$ cat src/rtl/data_mem_arbiter.sv
// rtl/data_mem_arbiter.sv - round-robin two-requester arbiter and sequencer for the LC3 data-memory bus
// Optional access timeout enabled by defining DATA_MEM_ARB_TIMEOUT_EN.
module data_mem_arbiter #(
    parameter int TIMEOUT_CYCLES = 64
) (
    input  logic        clock,
    input  logic        reset,
    input  logic        r0_req,
    input  logic        r1_req,
    input  logic        r0_rd,
    input  logic        r1_rd,
    input  logic [15:0] r0_addr,
    input  logic [15:0] r1_addr,
    input  logic [15:0] r0_wdata,
    input  logic [15:0] r1_wdata,
    output logic        r0_gnt,
    output logic        r1_gnt,
    output logic        r0_done,
    output logic        r1_done,
    output logic [15:0] rdata,
    output logic        err,
    output logic        mem_en,
    output logic [15:0] Data_addr,
    output logic [15:0] Data_din,
    output logic        Data_rd,
    input  logic [15:0] Data_dout,
    input  logic        complete_data
);

    typedef enum logic [1:0] {
        IDLE = 2'd0,
        BUSY = 2'd1,
        DONE = 2'd2
    } state_t;

    state_t state;
    logic   owner;
    logic   last_owner;
    logic   pick;

    // Only a tie consults last_owner; a lone request always wins.
    assign pick = (r0_req && r1_req) ? ~last_owner : r1_req;

    if (TIMEOUT_CYCLES < 2) begin : g_timeout_below_minimum
    end

`ifdef DATA_MEM_ARB_TIMEOUT_EN
    localparam int CNT_W = $clog2(TIMEOUT_CYCLES);
    localparam logic [CNT_W-1:0] CNT_LAST = CNT_W'(TIMEOUT_CYCLES - 1);

    logic [CNT_W-1:0] cnt;
`else
    assign err = 1'b0;
`endif

    always_ff @(posedge clock) begin
        if (reset) begin
            state      <= IDLE;
            owner      <= 1'b0;
            last_owner <= 1'b1;
            r0_gnt     <= 1'b0;
            r1_gnt     <= 1'b0;
            r0_done    <= 1'b0;
            r1_done    <= 1'b0;
            mem_en     <= 1'b0;
            rdata      <= 16'h0000;
            Data_addr  <= 16'h0000;
            Data_din   <= 16'h0000;
            Data_rd    <= 1'b1;
`ifdef DATA_MEM_ARB_TIMEOUT_EN
            err        <= 1'b0;
            cnt        <= '0;
`endif
        end else begin
            r0_gnt  <= 1'b0;
            r1_gnt  <= 1'b0;
            r0_done <= 1'b0;
            r1_done <= 1'b0;
            case (state)
                IDLE: begin
                    if (r0_req || r1_req) begin
                        owner      <= pick;
                        last_owner <= pick;
                        Data_rd    <= pick ? r1_rd : r0_rd;
                        Data_addr  <= pick ? r1_addr : r0_addr;
                        Data_din   <= pick ? r1_wdata : r0_wdata;
                        r0_gnt     <= ~pick;
                        r1_gnt     <= pick;
                        mem_en     <= 1'b1;
                        state      <= BUSY;
`ifdef DATA_MEM_ARB_TIMEOUT_EN
                        cnt        <= '0;
`endif
                    end
                end
                BUSY: begin
                    // A response arriving on the limit cycle still counts as success.
                    if (complete_data) begin
                        if (Data_rd) begin
                            rdata <= Data_dout;
                        end
                        mem_en  <= 1'b0;
                        r0_done <= ~owner;
                        r1_done <= owner;
                        state   <= DONE;
`ifdef DATA_MEM_ARB_TIMEOUT_EN
                        err     <= 1'b0;
                    end else if (cnt == CNT_LAST) begin
                        rdata   <= 16'hDEAD;
                        err     <= 1'b1;
                        mem_en  <= 1'b0;
                        r0_done <= ~owner;
                        r1_done <= owner;
                        state   <= DONE;
                    end else begin
                        cnt <= cnt + 1'b1;
`endif
                    end
                end
                DONE: begin
                    state <= IDLE;
`ifdef DATA_MEM_ARB_TIMEOUT_EN
                    err   <= 1'b0;
`endif
                end
                default: begin
                    state  <= IDLE;
                    mem_en <= 1'b0;
                end
            endcase
        end
    end

endmodule
$ cat config.mk
export PLATFORM = sky130hd
export DESIGN_NAME = data_mem_arbiter
export DESIGN_NICKNAME = d
export VERILOG_FILES = /design/src/rtl/data_mem_arbiter.sv
export SDC_FILE = /design/constraint.sdc
export NUM_CORES = 1
export LEC_CHECK = 0
export CORE_UTILIZATION = 41
export DETAILED_ROUTE_END_ITERATION = 8
export GPL_ROUTABILITY_DRIVEN = 0
export PLACE_DENSITY = 0.95
export REMOVE_ABC_BUFFERS = 1
export SKIP_CTS_REPAIR_TIMING = 1
export SYNTH_ARGS = -nofsm -noshare
export SYNTH_HDL_FRONTEND = slang
export SYNTH_SLANG_ARGS = --single-unit
$ cat constraint.sdc
create_clock -name clock -period 1.9 [get_ports clock]
set_input_delay 0.285 -clock clock [delete_from_list [all_inputs] [get_ports clock]]
set_output_delay 0.285 -clock clock [all_outputs]
set_load 0.1 [all_outputs]
; ---- Word-level counts from Yosys, hierarchy flattened
; Cells that the tools add are included.
[word_totals]
regBits = 58
inputBits = 87
wordCells = 43
[classes]
n_eq_ne = 4
mux = 10
bitwise = 8
reduce_logical = 9
[ops]
columns = cell, n
row1 = $mux 16, 2
row2 = $not 1->1, 8
row3 = $reduce_and 3->1, 2
row4 = $reduce_or 3->1, 2
row5 = $mux 1, 4
row6 = $mux 2, 2
row7 = $ne 2x2->1 const B, 2
row8 = $pmux 2 s2, 1
row9 = $reduce_and 2->1, 2
row10 = $pmux 1 s3, 1
row11 = $eq 2x1->1 const B, 1
row12 = $eq 2x2->1 const B, 1
row13 = $logic_not 2->1, 1
row14 = $logic_and 1x1->1, 1
row15 = $logic_or 1x1->1, 1

; ---- Depth between registers and ports, before layout
[depth]
depth_word = 3
mapped_depth = 6

; ---- Worst setup path after synthesis
; Ideal clock, no wire load.
[synth_timing]
path_kind = register to register
from = register Data_rd
to = register rdata[15]
setup_time_ns = 0.132
arrival_ns = 1.700
required_time_ns = 1.768
setup_slack_ns = 0.068
path_stages_with_launch = 5
n_path_buf = 1
cell_sequence = dfxtp_1 -> nand3_1 -> buf_2 -> nand2_1 -> a21oi_1
[synth_between]
elab_chain_cells = 1
[synth_lines]
columns = element, line_no
row1 = "start, declared", 25  ; output logic Data_rd,
row2 = "start signal, assigned", 84  ; Data_rd <= pick ? r1_rd : r0_rd;
row3 = $reduce_and 3->1 (no line), --
row4 = "end signal, assigned", 100  ; rdata <= Data_dout;
row5 = "end, declared", 20  ; output logic [15:0] rdata,
; No other way between the ends.
; A chain may end at the register's enable or synchronous reset.

; ---- Worst setup path in the final report
[layout_timing]
from = register state[0]
to = register rdata[5]
[layout_between]
elab_chain_cells = 2
[layout_lines]
columns = element, line_no
row1 = "start, declared", 36  ; state_t state;
row2 = "start signal, assigned", 58  ; state <= IDLE;
row3 = "start signal, assigned", 90  ; state <= BUSY;
row4 = "start signal, assigned", 105  ; state <= DONE;
row5 = $eq 2x1->1, 79  ; case (state)
row6 = $reduce_and 3->1 (no line), --
; No other way between the ends.

==> impl_metrics.yaml <==
cells_and_area:
  final_cell_mix: "nand2_1, clkdlybuf4s50_1, dfxtp_1"
  drive_gt1_share_pct: 21.3
  fillers: 439
  final_nets: 509
  syn_to_final_growth_pct: 63.2
  layout_commonest_cell: "nand2_1"
  antenna_cells: 0
sta:
  slew_headroom_pct: 56.0
  layout_setup_ws_ns: 0.371
  layout_min_cycle_time_ns: 1.53
  skew_ns: 0.00925
  fmax_mhz: 654
  fin_setup_tns_ns: 0
  worst_pin_slew_ns: 0.659
  slew_violations: 0
  finalCritPeriodShare_pct: 80.5
  hold_violations: 0
  rsz0062_at_grt: "no"
  report.final.setup_viol: 0
yosys:
  synth-simple-area-share_pct: 24.2
  synth_mux_area_share_pct: 0
  synth.avg_cell_area_sq_um: 8.38
  yosys_warnings: 0
  synth_cell_type_count: 25
  synth-adder-area-share_pct: 0
  synth_area_leaders: "dfxtp_1, nand2_1, a311oi_1, a311oi_2, nor2_1"
  synthCells: 289
  syn_area_sq_um: 2420
  synth_compound_area_share_pct: 20.8
  synth_top_area_cell: "dfxtp_1"
  ys_seq_elements: 58
  synth.top_cell.area_share_pct: 48.0
  synth_top_family_by_area: "simple AND/OR/NAND/NOR gates"
  synth_edf_count: 0
  async_reset_ff_share_pct: 0
  synth_xor_area_share_pct: 0
  ys_seq_area_share_pct: 48.0
  ys.flop_type: "dfxtp_1"
power_and_ir_drop:
  pwr_density_cell_nw_per_um2: 1080
  p_total_uw: 4280
  pwr-share-seq_pct: 32.6
  p_switching_uw: 1580
  leakagePower_uw: 0.00165
  clkPwrFrac_pct: 32.7
  p_sw_share_pct: 37.0
  ir_drop_uv: 659
  combPwrFrac_pct: 34.7
  intPower_uw: 2690
cts:
  clkSinkCount: 58
  cts_buffers: 9
  cts_tree: "done"
  cts_max_level: 3
  root_buffer: "clkbuf_8"
  clk_pin_slew_ns: 0.07
  clock_latency_ns: 0.33
  clock_path_buffers: 2
drt:
  vias: 2511
  wl_met1_mm: 2.57
  highest_layer: "met4"
  drc: 0
  met2WireLength_mm: 3.24
  drtAntennaViolNets: 0
  routed_via_density: 5.03
  met3WireLength_microns: 588
  drt_first_pass_iters: 4
  wl_mm: 6.56
  drt_iter0_drc: 78
  wl_per_cell_microns: 13.1
worst_setup_path:
  crit_path_end_kind: "flop"
  worst-setup-path-type: "flop to flop"
  crit_arrival_ns: 1.71
  start_kind: "flop"
  cp.required_ns: 2.08
  crit_fanout: 16
floorplan:
  coreArea_sq_um: 5610
  start_util_pct: 43.2
  die_h_microns: 78.8
  pin_count: 142
  die-area_sq_um: 6220
  fp-row-count: 27
  die_w_microns: 78.8
placed_design:
  post-place-ws_ns: 0.0712
  dp_hpwl_mm: 4.81
  port_buffers: 140
hold_path:
  hold_path_class: "flop to flop"
status:
  status: "complete, no violations"
global_routing:
  grt_max_degree: 49
  grt_pass1_vias: 2383
  antenna_found_initial: 0
  track_usage_pct: 21.8
  grt_pass1_wl_mm: 10.5
  gr-total-overflow: 0
flow_run:
  maxCapViolCount: 0
==> cells in the mapped netlist, types with 2 or more instances <==
master      n
and3_1      2
a311oi_1   22
buf_2       5
nor3_1      2
nor2_1     35
a311oi_2   10
clkbuf_1    6
buf_4       7
o21ai_0     2
buf_6       6
dfxtp_1    58
nand2_1   103
a21oi_1    19
==> worst max-delay path, stage by stage (launching register included) <==
cell     delay (ns)
dfxtp_1        0.39
nor2b_2        0.22
nand3_1        0.46
nand2_1        0.23
a21oi_1        0.09
==> per-layer routing <==
| layer | up-vias | global-route usage [%] |
|---|---|---|
| li1 | 1243 | - |
| met1 | 1138 | 22.8 |
| met2 | 116 | 38.3 |
| met3 | 14 | 7.70 |
| met4 | 0 | 11.6 |
| met5 | - | 0 |
==> power groups by stage <==
stage / Sequential (uW) / Combinational [uW] / Clock [uW]
after floorplan: 2160 / 275 / 0
after global placement: 1420 / 1470 / 0
after detailed placement: 1420 / 1490 / 0
after CTS: 1400 / 1490 / 1430
after global routing: 1410 / 1550 / 1490
final: 1390 / 1480 / 1400
==> kinds of logic after synthesis <==
| family | Yosys count |
|---|---|
| simple gates | 148 |
| other cells | 1 |
| flops | 58 |
| buf+inv | 24 |
| compound gates | 58 |
==> worst paths after layout <==
check / startpoint / to / slack, ns / cells after the start
max: state[0]$_SDFFE_PP0P_ / rdata[5]$_SDFFE_PP0P_ / 0.37 / 4
min: owner$_SDFFE_PP0P_ / r0_done$_SDFF_PP0_ / 0.44 / 1
max reg2reg: state[0]$_SDFFE_PP0P_ / rdata[5]$_SDFFE_PP0P_ / 0.37 / 4
min reg2reg: owner$_SDFFE_PP0P_ / r0_done$_SDFF_PP0_ / 0.44 / 1
==> stage by stage <==
step | utilization [%] | instances | area [sq um] | hold slack (ns)
after detailed placement | 66.0 | 483 | 3700 | 0.437
after global placement | 66.0 | 483 | 3700 | 0.428
after global routing | 70.5 | 499 | 3950 | 0.481
after floorplan | - | 265 | 2250 | 0.353
after CTS | 70.5 | 499 | 3950 | 0.447
final | 70.5 | 499 | 3950 | 0.445
==> sequential cells by signal, summed over array words and instances (netlist names), 2 cells and up <==
name       flops
state          2
rdata         16
Data_din      16
Data_addr     16
==> layout make-up <==
| class | count | area (sq um) | share of cell area, % |
|---|---|---|---|
| Tap cell | 72 | 90.1 | 2.28 |
| Clock buffer | 11 | 151 | 3.83 |
| Multi-Input combinational cell | 207 | 1090 | 27.6 |
| Clock inverter | 5 | 100 | 2.53 |
| Sequential cell | 58 | 1160 | 29.4 |
| Timing Repair Buffer | 146 | 1360 | 34.3 |
Note: power is estimated with default switching activity, not from simulation.
